===== config.mk =====
export PLATFORM = sky130hd
export DESIGN_NAME = d_latch_rst_bank
export DESIGN_NICKNAME = d
export VERILOG_FILES = /design/src/rtl/d_latch_rst_pkg.sv /design/src/rtl/d_latch_rst_cell.sv /design/src/rtl/d_latch_rst_bank.sv
export SDC_FILE = /design/constraint.sdc
export NUM_CORES = 1
export LEC_CHECK = 0
export CAP_MARGIN = 30
export CORE_AREA = 8 8 45 47
export CTS_BUF_LIST = sky130_fd_sc_hd__clkbuf_4
export CTS_CLUSTER_SIZE = 40
export DETAILED_ROUTE_END_ITERATION = 8
export DIE_AREA = 0 0 53 55
export GPL_ROUTABILITY_DRIVEN = 0
export HOLD_SLACK_MARGIN = 0.03
export PLACE_DENSITY = 0.77
export SETUP_SLACK_MARGIN = 0.15
export SLEW_MARGIN = 40
export SYNTH_ARGS = -nofsm -noshare
export SYNTH_HDL_FRONTEND = slang
export SYNTH_HIERARCHICAL = 1
export SYNTH_SLANG_ARGS = --single-unit

===== constraint.sdc =====
create_clock -name clk -period 1.8 [get_ports clk]
set_clock_uncertainty 0.1 [all_clocks]
set_input_delay 0.27 -clock clk [delete_from_list [all_inputs] [get_ports clk]]
set_output_delay 0.27 -clock clk [all_outputs]
set_load 0.01 [all_outputs]

===== src/rtl/d_latch_rst_pkg.sv =====
// Shared constants and helpers for the latch-emulation bank.
package d_latch_rst_pkg;

  localparam int unsigned DefaultWidth      = 8;
  localparam int unsigned DefaultLanes      = 1;
  localparam int unsigned DefaultResetValue = 0;

  // Bits per independently enabled lane.
  function automatic int unsigned lane_width(input int unsigned width, input int unsigned lanes);
    return width / lanes;
  endfunction

endpackage


===== src/rtl/d_latch_rst_cell.sv =====
// One lane of the bank: a flop-based hold register behind a transparent mux,
// with an asynchronous reset that overrides transparency.
module d_latch_rst_cell #(
  parameter int unsigned      LW          = 8,
  parameter logic [LW-1:0]    RESET_VALUE = '0
) (
  input  logic          clk,
  input  logic          reset,
  input  logic          enable,
  input  logic [LW-1:0] d,
  output logic [LW-1:0] q,
  output logic [LW-1:0] q_not
);

  logic [LW-1:0] held_q;
  logic [LW-1:0] held_d;

  // Capture d on every edge while transparent, otherwise keep the held copy.
  always_comb begin
    held_d = held_q;
    if (enable) begin
      held_d = d;
    end
  end

  // Hold register; reset loads RESET_VALUE without waiting for clk.
  always_ff @(posedge clk or posedge reset) begin
    if (reset) begin
      held_q <= RESET_VALUE;
    end else begin
      held_q <= held_d;
    end
  end

  // Output path: reset wins, then the zero-latency transparent path, then the held value.
  always_comb begin
    q = held_q;
    if (reset) begin
      q = RESET_VALUE;
    end else if (enable) begin
      q = d;
    end
  end

  assign q_not = ~q;

endmodule


===== src/rtl/d_latch_rst_bank.sv =====
// Bank of latch-emulating lanes; each lane has its own transparency enable.
module d_latch_rst_bank
  import d_latch_rst_pkg::*;
#(
  parameter int unsigned         WIDTH       = DefaultWidth,
  parameter int unsigned         LANES       = DefaultLanes,
  parameter logic [WIDTH-1:0]    RESET_VALUE = WIDTH'(DefaultResetValue)
) (
  input  logic             clk,
  input  logic             reset,
  input  logic [LANES-1:0] enable,
  input  logic [WIDTH-1:0] d,
  output logic [WIDTH-1:0] q,
  output logic [WIDTH-1:0] q_not
);

  localparam int unsigned LW = lane_width(WIDTH, LANES);

  // Lanes must tile the data bus exactly.
  if ((WIDTH % LANES) != 0) begin : g_bad_split
    $error("d_latch_rst_bank: WIDTH (%0d) not divisible by LANES (%0d)", WIDTH, LANES);
  end

  for (genvar i = 0; i < LANES; i++) begin : g_lane
    d_latch_rst_cell #(
      .LW          (LW),
      .RESET_VALUE (RESET_VALUE[i*LW +: LW])
    ) u_cell (
      .clk    (clk),
      .reset  (reset),
      .enable (enable[i]),
      .d      (d[i*LW +: LW]),
      .q      (q[i*LW +: LW]),
      .q_not  (q_not[i*LW +: LW])
    );
  end

endmodule


Yosys cells after proc, flatten, opt, wreduce, memory -nomap -nowiden

Cells that the tools add are included.

Add/sub/neg operators: 0
Multipliers: 0
Divide/modulo/power cells: 0
$lt $le $gt $ge: 0
Eq/ne operators: 0
Shifts and indexed selects: 0
Multiplexer cells: 2
Bitwise gates (word level): 1
Reduce and logical (&&, ||, !) cells: 0

Operators with widths:

| operator   | number |
|---|---|
| $mux W8    | 2 |
| $not A8 Y8 | 1 |

Flip-flop bits (word level): 8
Bits in latches: 0
RAM bits: 0
Bits in read-only memories: 0
Input port bits: 11
Output and inout bits: 16
Memories: 0

Depth between registers and ports, before layout

Gate-level depths: netlist (run 1).

Word-level depth: 3
Depth in mapped cells: 3
Depth with buffers taken out: 2

Least setup slack after synthesis (run 1)

OpenSTA, ideal clock, no wires.

Path kind: input port to output port
Start point: input port enable
End point: output port q_not[0]
Arrival time: 793 ps
Data required time: 1,430 ps
Path slack: 637 ps
Stages: 3
Buffers on the path: 1
Cell sequence: buf_6 -> mux2i_1 -> or2_1

Word-level cells in the longest chain between the ends: 3

RTL lines:

| element            | RTL line               | source |
|---|---|---|
| start: declaration | d_latch_rst_bank.sv:11 | `input logic [LANES-1:0] enable,` |
| $mux W8            | d_latch_rst_cell.sv:40 | `end else if (enable) begin` |
| $mux W8            | d_latch_rst_cell.sv:38 | `if (reset) begin` |
| $not A8 Y8         | d_latch_rst_cell.sv:45 | `assign q_not = ~q;` |
| end: declaration   | d_latch_rst_bank.sv:14 | `output logic [WIDTH-1:0] q_not` |

Every way passes these cells.

Final worst setup path (run 1)

Start point: input port d[2]
End point: output port q_not[2]

Word-level cells in the longest chain between the ends: 3

RTL lines:

| element            | RTL line               | source |
|---|---|---|
| start: declaration | d_latch_rst_bank.sv:12 | `input logic [WIDTH-1:0] d,` |
| $mux W8            | d_latch_rst_cell.sv:40 |  |
| $mux W8            | d_latch_rst_cell.sv:38 |  |
| $not A8 Y8         | d_latch_rst_cell.sv:45 |  |

Every way passes these cells.

==> results_dict.tcl, run 1 <==
set metrics [dict create \
    critical_path.max_stage_delay_ns 0.47 \
    num_vias 396 \
    synthesis.area_per_instance_sq_um 9.54 \
    worstPathCellList "clkdlybuf4s50_1 -> mux2i_2 -> or2_1 -> clkdlybuf4s15_1" \
    synthesis.instances 43 \
    post-route-drc-count 0 \
    synth.yosys.warnings 6 \
    setup_tns_ns 0 \
    seqCellArea_sq_um 200 \
    worst_hold_slack_ns 0.164 \
    cp_max_fo 2 \
    top_register "g_lane.u_cell/held_q" \
    multi_input_area_sq_um 193 \
    core_region_area_sq_um 1380 \
    unrepaired_setup_endpoints_after_global_routing "no" \
    buffer_ports.inserted 26 \
    mostFrequentLayoutCells "clkbuf_2 (10), inv_1 (9), nor2_1 (8), or2_1 (8), dfrtp_1 (8)" \
    leakagePower_nw 0.402 \
    cts_root_buf "clkbuf_4" \
    clk_pin_slew_ns 0.05 \
    layout.cells.most_common "clkbuf_2" \
    cts-buffers-inserted 3 \
    grt_first_pass_wirelength_microns 1850 \
    antennaDiodeCount 0 \
    finalSetupViolations 0 \
    hold_path.class "primary input to async pin" \
    firstDrtPassIters 2 \
    detailed_placement_hpwl_microns 868 \
    detailedRoute.firstIterationViolations 2 \
    fmax_ghz 0.621 \
    start_util_pct 29.7 \
    outcome "finished clean" \
    post-layout-total-power_mw 0.502 \
    yosys.area.top_type_share_pct 48.8 \
    largestRegisters "g_lane.u_cell/held_q: 8 flops" \
    max_slew_margin_pct 80.9 \
    crit_family "buffers and inverters" \
    synth.lib_cells_used.distinct 7 \
    crit_path_end_kind "primary output" \
    synth_area_leader_cell "dfrtp_1" \
    clk_latency_ns 0.24 \
    critical_path_required_ns 1.43 \
    power_density_nw_per_um2 652 \
    ys_top_cells_by_area "dfrtp_1 (49%), mux2i_1 (20%), or2_1 (12%)" \
    layout_min_cycle_time_ns 1.61 \
    num_io_pins 27 \
    utilization_pct 55.6 \
    synthesis.area_sq_um 410 \
    ant_nets 0 \
    worst_pin_slew_ns 0.287 \
    critical_path.n_buffers_inverters 2 \
    gr-total-overflow 0 \
    cts_hold_buffers 0 \
    synth-seq-area-share_pct 48.8 \
    cp.arrival_ns 1.24 \
    synth_fp_nets 54 \
    area_delta_synth_final_pct 87.5 \
    die_area_sq_um 2920 \
    avgViaCountPerCell 4.13 \
    library_cell_contributing_the_largest_single_delay_on_the_critical_path "clkdlybuf4s50_1" \
    grt_antenna_before_repair 0 \
    rows 14 \
    clock_path_buffers 2 \
    ir_drop_worst_case_vdd_mv 0.517 \
    grt_pass1_vias 447 \
    drive_gt1_share_pct 35.0 \
    design.final.nets 93 \
    startpoint_type "primary input" \
    avgRoutedWirePerCell_microns 11.1 \
    max_cap_violations 0 \
    grt_max_degree 10 \
    timing_max_transition_violations_final 0 \
    die_height_microns 55 \
    timing_hold_violations_final 0 \
    setup.worst_path.class "primary input to primary output" \
    fin_crit_sh_pct 89.5 \
    nFillCells 131 \
    tritoncts "done" \
    largest_reg_flops 8 \
    ys_seq_elements 8 \
    grtUsageTotal_pct 8.50 \
    clock_net_sink_count 8 \
    clock_tree.htree_level_count 1 \
    fp.dieW_microns 53 \
    detail_route.wirelength_microns 1060 \
]
## metal layers
layer	GRT usage, %	share of wire, %	up-vias
li1	-	-	202
met1	8.76	40	175
met2	14.1	50	17
met3	4.55	9.3	2
met4	3.88	0.94	0
met5	0	0	-
## timing repair
item / CTS / global route
endpoints found under the setup margin: 16 / 10
setup buffers: 1 / 0
hold endpoints to repair: 0 / 0
resized for setup: 42 / 10
## per-stage QoR
step	worst slack, ns	std cells	cell area, sq um
floorplan	0.637	43	410
global placement	-0.415	92	754
detailed placement	-0.444	92	754
CTS	0.138	96	820
global route	0.150	96	769
finish	0.190	96	769
## worst min-delay path: stages
cell and delay (ns):
dlygate4sd2_1 0.26, buf_6 0.14, inv_1 0.22
## final timing paths
| kind | from | end | slack, ns | cells past startpoint |
|---|---|---|---|---|
| max | d[2] | q_not[2] | 0.19 | 4 |
| min | reset | g_lane[0].u_cell/held_q[7] | 0.16 | 3 |
| max reg2reg | g_lane[0].u_cell/held_q[2] | g_lane[0].u_cell/held_q[2] | 0.80 | 4 |
| min reg2reg | g_lane[0].u_cell/held_q[7] | g_lane[0].u_cell/held_q[7] | 0.40 | 2 |
| max in group asynchronous | reset | g_lane[0].u_cell/held_q[6] | 1.21 | 3 |
| min in group clk | g_lane[0].u_cell/held_q[7] | g_lane[0].u_cell/held_q[7] | 0.40 | 2 |
## final cells by class
class	instances	share of cell area (%)
multi-input combinational	24	25.0
inverter	9	4.39
clock buffer	3	2.93
sequential	8	26.0
timing repair buffer	36	39.0
tap	16	2.60
## power breakdown
group / total, mW / internal, mW / switching (mW)
Combinational: 0.164 / 0.0949 / 0.0695
Clock: 0.131 / 0.0759 / 0.0551
Sequential: 0.206 / 0.198 / 0.00788
## Yosys cell counts
cell,instances
mux2i_1,8
buf_2,1
dfrtp_1,8
inv_1,9
or2_1,8
buf_6,1
nor2_1,8
## cell families (layout without fill, tap and decap cells)
| kind of cell | count (synthesis) | after routing | share of synthesized area (%) |
|---|---|---|---|
| flops | 8 | 8 | 48.8 |
| simple gates | 16 | 16 | 19.5 |
| buf+inv | 11 | 48 | 12.2 |
| mux | 8 | 8 | 19.5 |
Note: power is estimated with default switching activity, not from simulation.
==> inputs of run 2 (changes only) <==
--- a/config.mk
+++ b/config.mk
@@ -6,11 +6,11 @@
 export NUM_CORES = 1
 export LEC_CHECK = 0
 export CAP_MARGIN = 30
-export CORE_AREA = 8 8 45 47
+export CORE_AREA = 3 3 40 42
 export CTS_BUF_LIST = sky130_fd_sc_hd__clkbuf_4
 export CTS_CLUSTER_SIZE = 40
 export DETAILED_ROUTE_END_ITERATION = 8
-export DIE_AREA = 0 0 53 55
+export DIE_AREA = 0 0 43 45
 export GPL_ROUTABILITY_DRIVEN = 0
 export HOLD_SLACK_MARGIN = 0.03
 export PLACE_DENSITY = 0.77
==> results_dict.tcl, run 2 (synthesis results as in run 1) <==
set metrics [dict create \
    detail_route.wirelength_microns 1390 \
    post-route-drc-count 0 \
    startpoint_type "primary input" \
    max_slew_margin_pct 80.7 \
    start_util_pct 31.9 \
    clock_path_buffers 2 \
    setup_tns_ns 0 \
    design.final.nets 99 \
    fin_cells 101 \
    utilization_pct 70.3 \
    top_register "g_lane.u_cell/held_q" \
    clk_pin_slew_ns 0.05 \
    crit_path_end_kind "primary output" \
    hold_path.class "primary input to async pin" \
    die_area_sq_um 1940 \
    core_region_area_sq_um 1280 \
    max_cap_violations 0 \
    critical_path_required_ns 1.43 \
    layout_min_cycle_time_ns 1.65 \
    cp_max_fo 4 \
    gr-total-overflow 0 \
    num_io_pins 27 \
    fin_crit_sh_pct 91.7 \
    ir_drop_worst_case_vdd_mv 0.335 \
    firstDrtPassIters 2 \
    power.switching_mw 0.159 \
    fp.dieW_microns 43 \
    unrepaired_setup_endpoints_after_global_routing "yes" \
    outcome "finished clean" \
    tritoncts "done" \
    cp.arrival_ns 1.28 \
    cellInternalPower_mw 0.396 \
    place.detailed.instances 90 \
    num_vias 437 \
    buffer_ports.inserted 26 \
    drive_gt1_share_pct 43.0 \
    cts_hold_buffers 0 \
    layout.cells.most_common "inv_1" \
    grt_first_pass_wirelength_microns 2240 \
    cts_root_buf "clkbuf_4" \
    leakagePower_nw 0.454 \
    area_delta_synth_final_pct 120 \
    antennaDiodeCount 0 \
    post_route_setup_slack_ns 0.150 \
    die_height_microns 45 \
    setup.worst_path.class "primary input to primary output" \
    grtUsageTotal_pct 17.1 \
    timing_max_transition_violations_final 0 \
    avgRoutedWirePerCell_microns 13.7 \
    rows 13 \
    reg2reg_depth 3 \
    power_switching_share_pct 28.7 \
    power.combinational.fraction_pct 36.6 \
    placed_area_sq_um 746 \
    clock_net_sink_count 8 \
    grt_max_degree 9 \
    power_frac_clock_pct 25.1 \
    timing_hold_violations_final 0 \
    clk_latency_ns 0.26 \
    finalSetupViolations 0 \
    worst_pin_slew_ns 0.290 \
    avgViaCountPerCell 4.33 \
    pwr-share-seq_pct 38.3 \
    largestRegisters "g_lane.u_cell/held_q: 8 flops" \
    finish.instance_area_sq_um 903 \
    ant_nets 0 \
    clock_tree.htree_level_count 1 \
    grt_pass1_vias 473 \
    fmax_ghz 0.606 \
    cts-buffers-inserted 3 \
    detailed_placement_hpwl_microns 823 \
    dp_slack_ns -0.453 \
    worst_hold_slack_ns 0.145 \
    power_density_nw_per_um2 614 \
    detailedRoute.firstIterationViolations 3 \
    grt_antenna_before_repair 0 \
    post-layout-total-power_mw 0.555 \
    largest_reg_flops 8 \
]
==> run 2: cell count changes in the layout (fill, tap and decap cells not counted) <==
cell	delta
dlygate4sd2_1	+3
dlymetal6s2s_1	+1
clkdlybuf4s50_1	-3
clkdlybuf4s15_1	-1
mux2i_4	+4
clkbuf_2	-6
buf_2	+6
mux2i_1	-3
buf_12	+3
buf_4	+1
buf_6	+2
mux2i_2	-1
==> run 2: worst max-delay path, stage by stage <==
cell           delay [ns]
buf_6                0.10
buf_12               0.12
buf_12               0.12
mux2i_4              0.18
or2_1                0.20
dlygate4sd2_1        0.28
==> run 2: worst paths after layout <==
| path | from | end | slack [ns] |
|---|---|---|---|
| min in group clk | d[5] | g_lane[0].u_cell/held_q[5] | 0.33 |
| hold reg to reg | g_lane[0].u_cell/held_q[3] | g_lane[0].u_cell/held_q[3] | 0.43 |
| setup reg to reg | g_lane[0].u_cell/held_q[4] | g_lane[0].u_cell/held_q[4] | 0.84 |
| max in group asynchronous | reset | g_lane[0].u_cell/held_q[3] | 1.23 |
| setup / recovery | enable | q_not[4] | 0.15 |
| hold / removal | reset | g_lane[0].u_cell/held_q[0] | 0.14 |
==> run 2: power groups by stage <==
stage	logic, mW	registers, mW	clock network [mW]
after floorplan	0.0662	0.204	0
after global placement	0.170	0.205	0
after detailed placement	0.174	0.207	0
after CTS	0.202	0.212	0.145
after global routing	0.220	0.214	0.162
final	0.203	0.212	0.139
==> run 2: final cells by class <==
| class | instances | area (sq um) |
|---|---|---|
| Clock buffer | 3 | 22.5 |
| Fill cell | 101 | 382 |
| Inverter | 9 | 33.8 |
| Multi-Input combinational cell | 24 | 239 |
| Sequential cell | 8 | 200 |
| Tap cell | 15 | 18.8 |
| Timing Repair Buffer | 42 | 389 |
==> run 2: repair_timing <==
action / in CTS / in global routing
setup buffers: 6 / 1
resized for setup: 62 / 7
gates cloned: 1 / 0
pin swaps: 0 / 1
setup endpoints to repair: 16 / 9
==> run 2: per-layer routing <==
layer	global-route usage, %	wire length (microns)	share of wire [%]
met1	16.4	476	34
met2	32.6	816	59
met3	5.18	73	5.3
met4	9.04	22	1.6
met5	0	0	0
==> inputs of run 3 (changes only) <==
--- a/config.mk
+++ b/config.mk
@@ -5,15 +5,16 @@
 export SDC_FILE = /design/constraint.sdc
 export NUM_CORES = 1
 export LEC_CHECK = 0
+export ABC_AREA = 1
 export CAP_MARGIN = 30
-export CORE_AREA = 3 3 40 42
+export CORE_MARGIN = 3
+export CORE_UTILIZATION = 45
 export CTS_BUF_LIST = sky130_fd_sc_hd__clkbuf_4
 export CTS_CLUSTER_SIZE = 40
 export DETAILED_ROUTE_END_ITERATION = 8
-export DIE_AREA = 0 0 43 45
 export GPL_ROUTABILITY_DRIVEN = 0
 export HOLD_SLACK_MARGIN = 0.03
-export PLACE_DENSITY = 0.77
+export PLACE_DENSITY = 0.93
 export SETUP_SLACK_MARGIN = 0.15
 export SLEW_MARGIN = 40
 export SYNTH_ARGS = -nofsm -noshare
==> results_dict.tcl, run 3 <==
set metrics [dict create \
    rows 12 \
    firstDrtPassIters 4 \
    synth_area_leader_cell "dfrtp_1" \
    startpoint_type "primary input" \
    critical_path_required_ns 1.43 \
    design.final.nets 126 \
    avgRoutedWirePerCell_microns 10.9 \
    area_delta_synth_final_pct 55.9 \
    grt_pass1_vias 560 \
    yosys.area.top_type_share_pct 34.3 \
    leakagePower_nw 0.553 \
    num_io_pins 27 \
    unrepaired_setup_endpoints_after_global_routing "no" \
    synth.lib_cells_used.distinct 11 \
    core_region_area_sq_um 1160 \
    ant_nets 0 \
    fp.dieW_microns 42.0 \
    cts-buffers-inserted 3 \
    timing_max_transition_violations_final 0 \
    max_slew_margin_pct 86.5 \
    regToRegEndpoint "g_lane[0].u_cell/held_q[6]" \
    post_route_setup_slack_ns 0.212 \
    detailedRoute.firstIterationViolations 1 \
    start_util_pct 50.5 \
    synthesis.area_sq_um 584 \
    grtUsageTotal_pct 17.1 \
    gr-total-overflow 0 \
    layout_min_cycle_time_ns 1.59 \
    clock_tree.htree_level_count 1 \
    power.combinational.fraction_pct 36.8 \
    detail_route.wirelength_microns 1380 \
    synth_fp_nets 87 \
    cp.arrival_ns 1.22 \
    largest_reg_flops 8 \
    hold_path.class "primary input to async pin" \
    largestRegisters "g_lane.u_cell/held_q: 8 flops" \
    ys_seq_elements 8 \
    grt_max_degree 13 \
    die_area_sq_um 1770 \
    fmax_ghz 0.630 \
    reg2reg_setup_slack_ns 0.92 \
    avgViaCountPerCell 4.37 \
    nFillCells 85 \
    grt_antenna_before_repair 0 \
    drive_gt1_share_pct 41.6 \
    reg2reg_from "g_lane[0].u_cell/held_q[6]" \
    finalSetupViolations 0 \
    ys_top_cells_by_area "dfrtp_1 (34%), inv_1 (15%), nand2_4 (15%)" \
    cts_root_buf "clkbuf_4" \
    synth-seq-area-share_pct 34.3 \
    fin_crit_sh_pct 88.2 \
    reg2reg_depth 5 \
    grt_first_pass_wirelength_microns 2350 \
    dp_slack_ns -0.308 \
    clk_pin_slew_ns 0.06 \
    power.switching_mw 0.168 \
    multi_input_area_sq_um 260 \
    post-route-drc-count 0 \
    seqCellArea_sq_um 200 \
    worst_hold_slack_ns 0.166 \
    pwr-share-seq_pct 37.8 \
    clk_latency_ns 0.24 \
    antennaDiodeCount 0 \
    detailed_placement_hpwl_microns 1090 \
    async_flop_share_pct 100 \
    tritoncts "done" \
    layout.cells.most_common "inv_1" \
    cp_max_fo 2 \
    synthesis.instances 76 \
    synth_flop_cell "dfrtp_1" \
    clock_net_sink_count 8 \
    post_cts.repair.setup_buffers 0 \
    crit_path_end_kind "primary output" \
    most_frequent_cell_after_synthesis "inv_1" \
    synth_edf_count 0 \
    setup.worst_path.class "primary input to primary output" \
    power_switching_share_pct 31.6 \
    synth.yosys.warnings 6 \
    cellInternalPower_mw 0.363 \
    ir_drop_worst_case_vdd_mv 0.408 \
    top_register "g_lane.u_cell/held_q" \
    synthesis.area_per_instance_sq_um 7.69 \
    power_frac_clock_pct 25.5 \
    timing_hold_violations_final 0 \
    num_vias 555 \
    worst_pin_slew_ns 0.203 \
    buffer_ports.inserted 26 \
    max_cap_violations 0 \
    clock_path_buffers 2 \
    outcome "finished clean" \
    power_density_nw_per_um2 582 \
    die_height_microns 42.0 \
]
==> run 3: critical path: stages <==
cell and delay (ns):
clkdlybuf4s50_1 0.46, inv_1 0.04, nand2_1 0.08, nand3_1 0.08
dlygate4sd2_1 0.28
==> run 3: area by class of cell <==
| cell class | count | share of cell area [%] |
|---|---|---|
| Multi-Input combinational cell | 40 | 28.6 |
| Clock buffer | 3 | 2.47 |
| Timing Repair Buffer | 36 | 33.2 |
| Tap cell | 14 | 1.92 |
| Inverter | 26 | 11.8 |
| Sequential cell | 8 | 22.0 |
==> run 3: timing repair <==
item,CTS,global route
endpoints found under the hold margin,3,0
gates resized for setup,51,0
hold buffers,1,0
setup endpoints to repair,16,0
==> run 3: cells by family after synthesis <==
kind of cell / Yosys count / synth area share (%)
buffers and inverters: 28 / 21.2
flip-flops: 8 / 34.3
AND/OR/NAND/NOR: 40 / 44.5
==> run 3: how the worst max path moves through the flow <==
| stage | startpoint | to | slack (ns) | cells after the start |
|---|---|---|---|---|
| 2_1_floorplan | reset | q_not[0] | 0.65 | 3 |
| 3_3_place_gp | enable | q[6] | -0.28 | 7 |
| 3_5_place_dp | enable | q[7] | -0.31 | 7 |
| 4_1_cts | d[4] | q_not[4] | 0.22 | 5 |
| 5_1_grt | d[5] | q[5] | 0.17 | 6 |
| 6_report | d[3] | q_not[3] | 0.21 | 5 |
==> run 3: power groups by stage <==
stage | Sequential (mW) | Combinational [mW] | Clock (mW)
after floorplan | 0.202 | 0.113 | 0
after global placement | 0.203 | 0.206 | 0
after detailed placement | 0.204 | 0.211 | 0
after CTS | 0.200 | 0.197 | 0.139
after global routing | 0.202 | 0.214 | 0.148
final | 0.200 | 0.195 | 0.135
==> run 3: per-layer routing <==
metal  track usage [%]  vias to the layer above  wire length [microns]
met4              5.59                        0                      7
met3              3.43                        2                     87
met2              31.5                       16                    758
met5                 0                        -                      0
li1                  -                      289                      -
met1              19.4                      248                    532
==> run 3: per-stage QoR <==
step	TNS, ns	instances	utilization (%)	total power [mW]	instance area (sq um)
after floorplan	0	76	-	0.315	584
after CTS	0	127	78.8	0.536	911
final	0	127	78.8	0.530	911
after global routing	0	127	78.8	0.563	911
after global placement	-3.74	122	78.1	0.409	903
after detailed placement	-3.99	122	78.1	0.415	903
==> RTL change, RTL diff (config.mk and constraints of run 3) <==
The package constant `DefaultWidth` goes from 8 to 12.
--- a/src/rtl/d_latch_rst_pkg.sv
+++ b/src/rtl/d_latch_rst_pkg.sv
@@ -1,7 +1,7 @@
 // Shared constants and helpers for the latch-emulation bank.
 package d_latch_rst_pkg;
 
-  localparam int unsigned DefaultWidth      = 8;
+  localparam int unsigned DefaultWidth      = 12;
   localparam int unsigned DefaultLanes      = 1;
   localparam int unsigned DefaultResetValue = 0;
 
Ports: changed (resized d, q and q_not); port bits go from 27 to 39. The function was not compared with the original's and may differ.
==> RTL change against run 3 <==
- worst hold slack lost 0.10 ns
- global-route usage grew 4.5 points
- final area rose by 38%
- wire length up 53%
- largest cell class unchanged
- sequential cell count up 4
- synthesized area rose by 36%
- worst setup slack worse by 0.022 ns
- total power rose by 42%
==> RTL change: results (changes against run 3) <==
{| class="wikitable"
! Metric !! Value
|-
| Leakage dissipation || 0.758 nW (+37%)
|-
| CP Launch Point || d[3]
|-
| Number of H-tree levels || 1 (unchanged)
|-
| Fraction of synthesized area in multiplexers || 0% (unchanged)
|-
| Share of post-route cells with drive strength above 1 || 36.5% (-5.1 points)
|-
| Worst r2r src || g_lane[0].u_cell/held_q[10]
|-
| Wire length of the first global-routing pass || 3360 µm (+43%)
|-
| Post-synthesis share of cell area spent on full adders, half adders and majority gates || 0% (unchanged)
|-
| Placed instance area || 1270 µm² (+40%)
|-
| Clock edge transition at the registers on the reported setup and hold paths || 0.08 ns (+0.02 ns)
|-
| Clock root buffer || clkbuf_4
|-
| Via count of the first global-routing pass || 839 (+50%)
|-
| Most used standard cells in the synthesized netlist || 37 x inv_1, 18 x nand2_2, 16 x nand2_1
|-
| Routed length per placed instance || 11.6 µm (+6.4%)
|-
| Worst flop-to-flop path endpoint || g_lane[0].u_cell/held_q[10]
|-
| FF-to-FF path depth || 5 (unchanged)
|-
| Critical-path top delay cell || clkdlybuf4s50_1
|-
| Worst-case register-to-register setup slack || 0.85 ns (-0.07 ns)
|-
| Syn nets || 129 (+48%)
|-
| Minimum setup slack after placement || -0.385 ns (-0.0772 ns)
|-
| Result of the run || complete, no violations
|-
| Biggest registers after layout || g_lane.u_cell/held_q: 12 flops
|-
| Sequential element share of the synthesized area || 37.9% (+3.7 points)
|-
| Post-synthesis compound-gate area fraction || 0% (unchanged)
|-
| Switching share of power || 33.0% (+1.4 points)
|-
| Hpwl dp || 1700 µm (+56%)
|-
| Worst-case headroom to the max-slew limit || 87.0% (+0.55 points)
|-
| Count of buffers from port buffering || 38 (+46%)
|-
| Routed via count || 828 (+49%)
|-
| Number of fillers in the final layout || 112 (+32%)
|-
| Clock latency at the later pin of the worst-skew pair || 0.27 ns (+0.03 ns)
|-
| Leading cell types by total area after synthesis || dfrtp_1 38%, inv_1 18%, nand2_2 14%, nand3_1 7.6%, nand2_1 7.6%
|-
| Overall fraction of global-route tracks in use || 21.6% (+4.5 points)
|-
| # nets final || 183 (+45%)
|-
| Peak supply drop || 604 µV (+48%)
|-
| Yosys warning count || 6 (unchanged)
|-
| Netlist cell types || 12 (+1)
|-
| Arrival time at the worst endpoint || 1.24 ns (+0.02 ns)
|-
| Length of the first detailed-routing pass in iterations || 4 (unchanged)
|-
| 1st-iter DRT viols || 10 (+9)
|}
[RTL change: cell families (layout without fill, tap and decap cells)]
group	count (synthesis)	in the layout
and+or+nand+nor	60	60
buffers and inverters	42	95
DFF	12	12
[RTL change: metal layers]
| metal | vias to the layer above | global-route usage, % | routed length (µm) |
|---|---|---|---|
| li1 | 421 | - | - |
| met5 | - | 0 | 0 |
| met1 | 362 | 21.1 | 762 |
| met3 | 8 | 4.51 | 111 |
| met2 | 37 | 41.2 | 1180 |
| met4 | 0 | 11.8 | 71 |
[RTL change: area by class of cell]
class / count / area (µm²) / share of cell area [%]
timing repair buffer: 53 / 447 / 35.5
multi-input combinational: 60 / 320 / 25.4
sequential: 12 / 300 / 23.9
inverter: 38 / 145 / 11.5
clock buffer: 3 / 22.5 / 1.79
tap: 16 / 20.0 / 1.59
clock inverter: 1 / 3.75 / 0.298
[RTL change: what timing repair did]
action                                  in CTS  in global routing
endpoints found under the setup margin      24                 11
hold buffers                                 0                  0
endpoints found under the hold margin        0                  0
gates resized for setup                     50                 18
gates cloned                                 1                  0
setup buffers                                0                  0
[RTL change: worst max-delay path by stage]
stage / cells past startpoint / slack, ns / end
floorplan: 3 / 0.59 / q_not[10]
global placement: 6 / -0.31 / q[10]
CTS: 6 / 0.14 / q[10]
global route: 6 / 0.11 / q[3]
detailed placement: 6 / -0.39 / q[10]
finish: 6 / 0.19 / q[3]
[RTL change: power groups by stage]
stage | clock (W) | combinational [W] | sequential [W]
floorplan | 0 | 0.000141 | 0.000303
global placement | 0 | 0.000288 | 0.000304
detailed placement | 0 | 0.000297 | 0.000305
CTS | 0.000189 | 0.000276 | 0.000300
global route | 0.000200 | 0.000299 | 0.000302
finish | 0.000182 | 0.000270 | 0.000300
[RTL change: metrics by stage]
step | cells | hold WS (ns) | power [W]
2_1_floorplan | 114 | 0.169 | 0.000444
3_3_place_gp | 178 | 0.441 | 0.000592
3_5_place_dp | 178 | 0.449 | 0.000603
4_1_cts | 183 | 0.0679 | 0.000765
5_1_grt | 183 | 0.0738 | 0.000801
6_report | 183 | 0.0632 | 0.000752
[RTL change: worst reg2reg max path: cells and delay by family (launching register included)]
kind,cells,cell delay [ns]
simple gates,2,0.17
flops,1,0.38
buf+inv,3,0.21
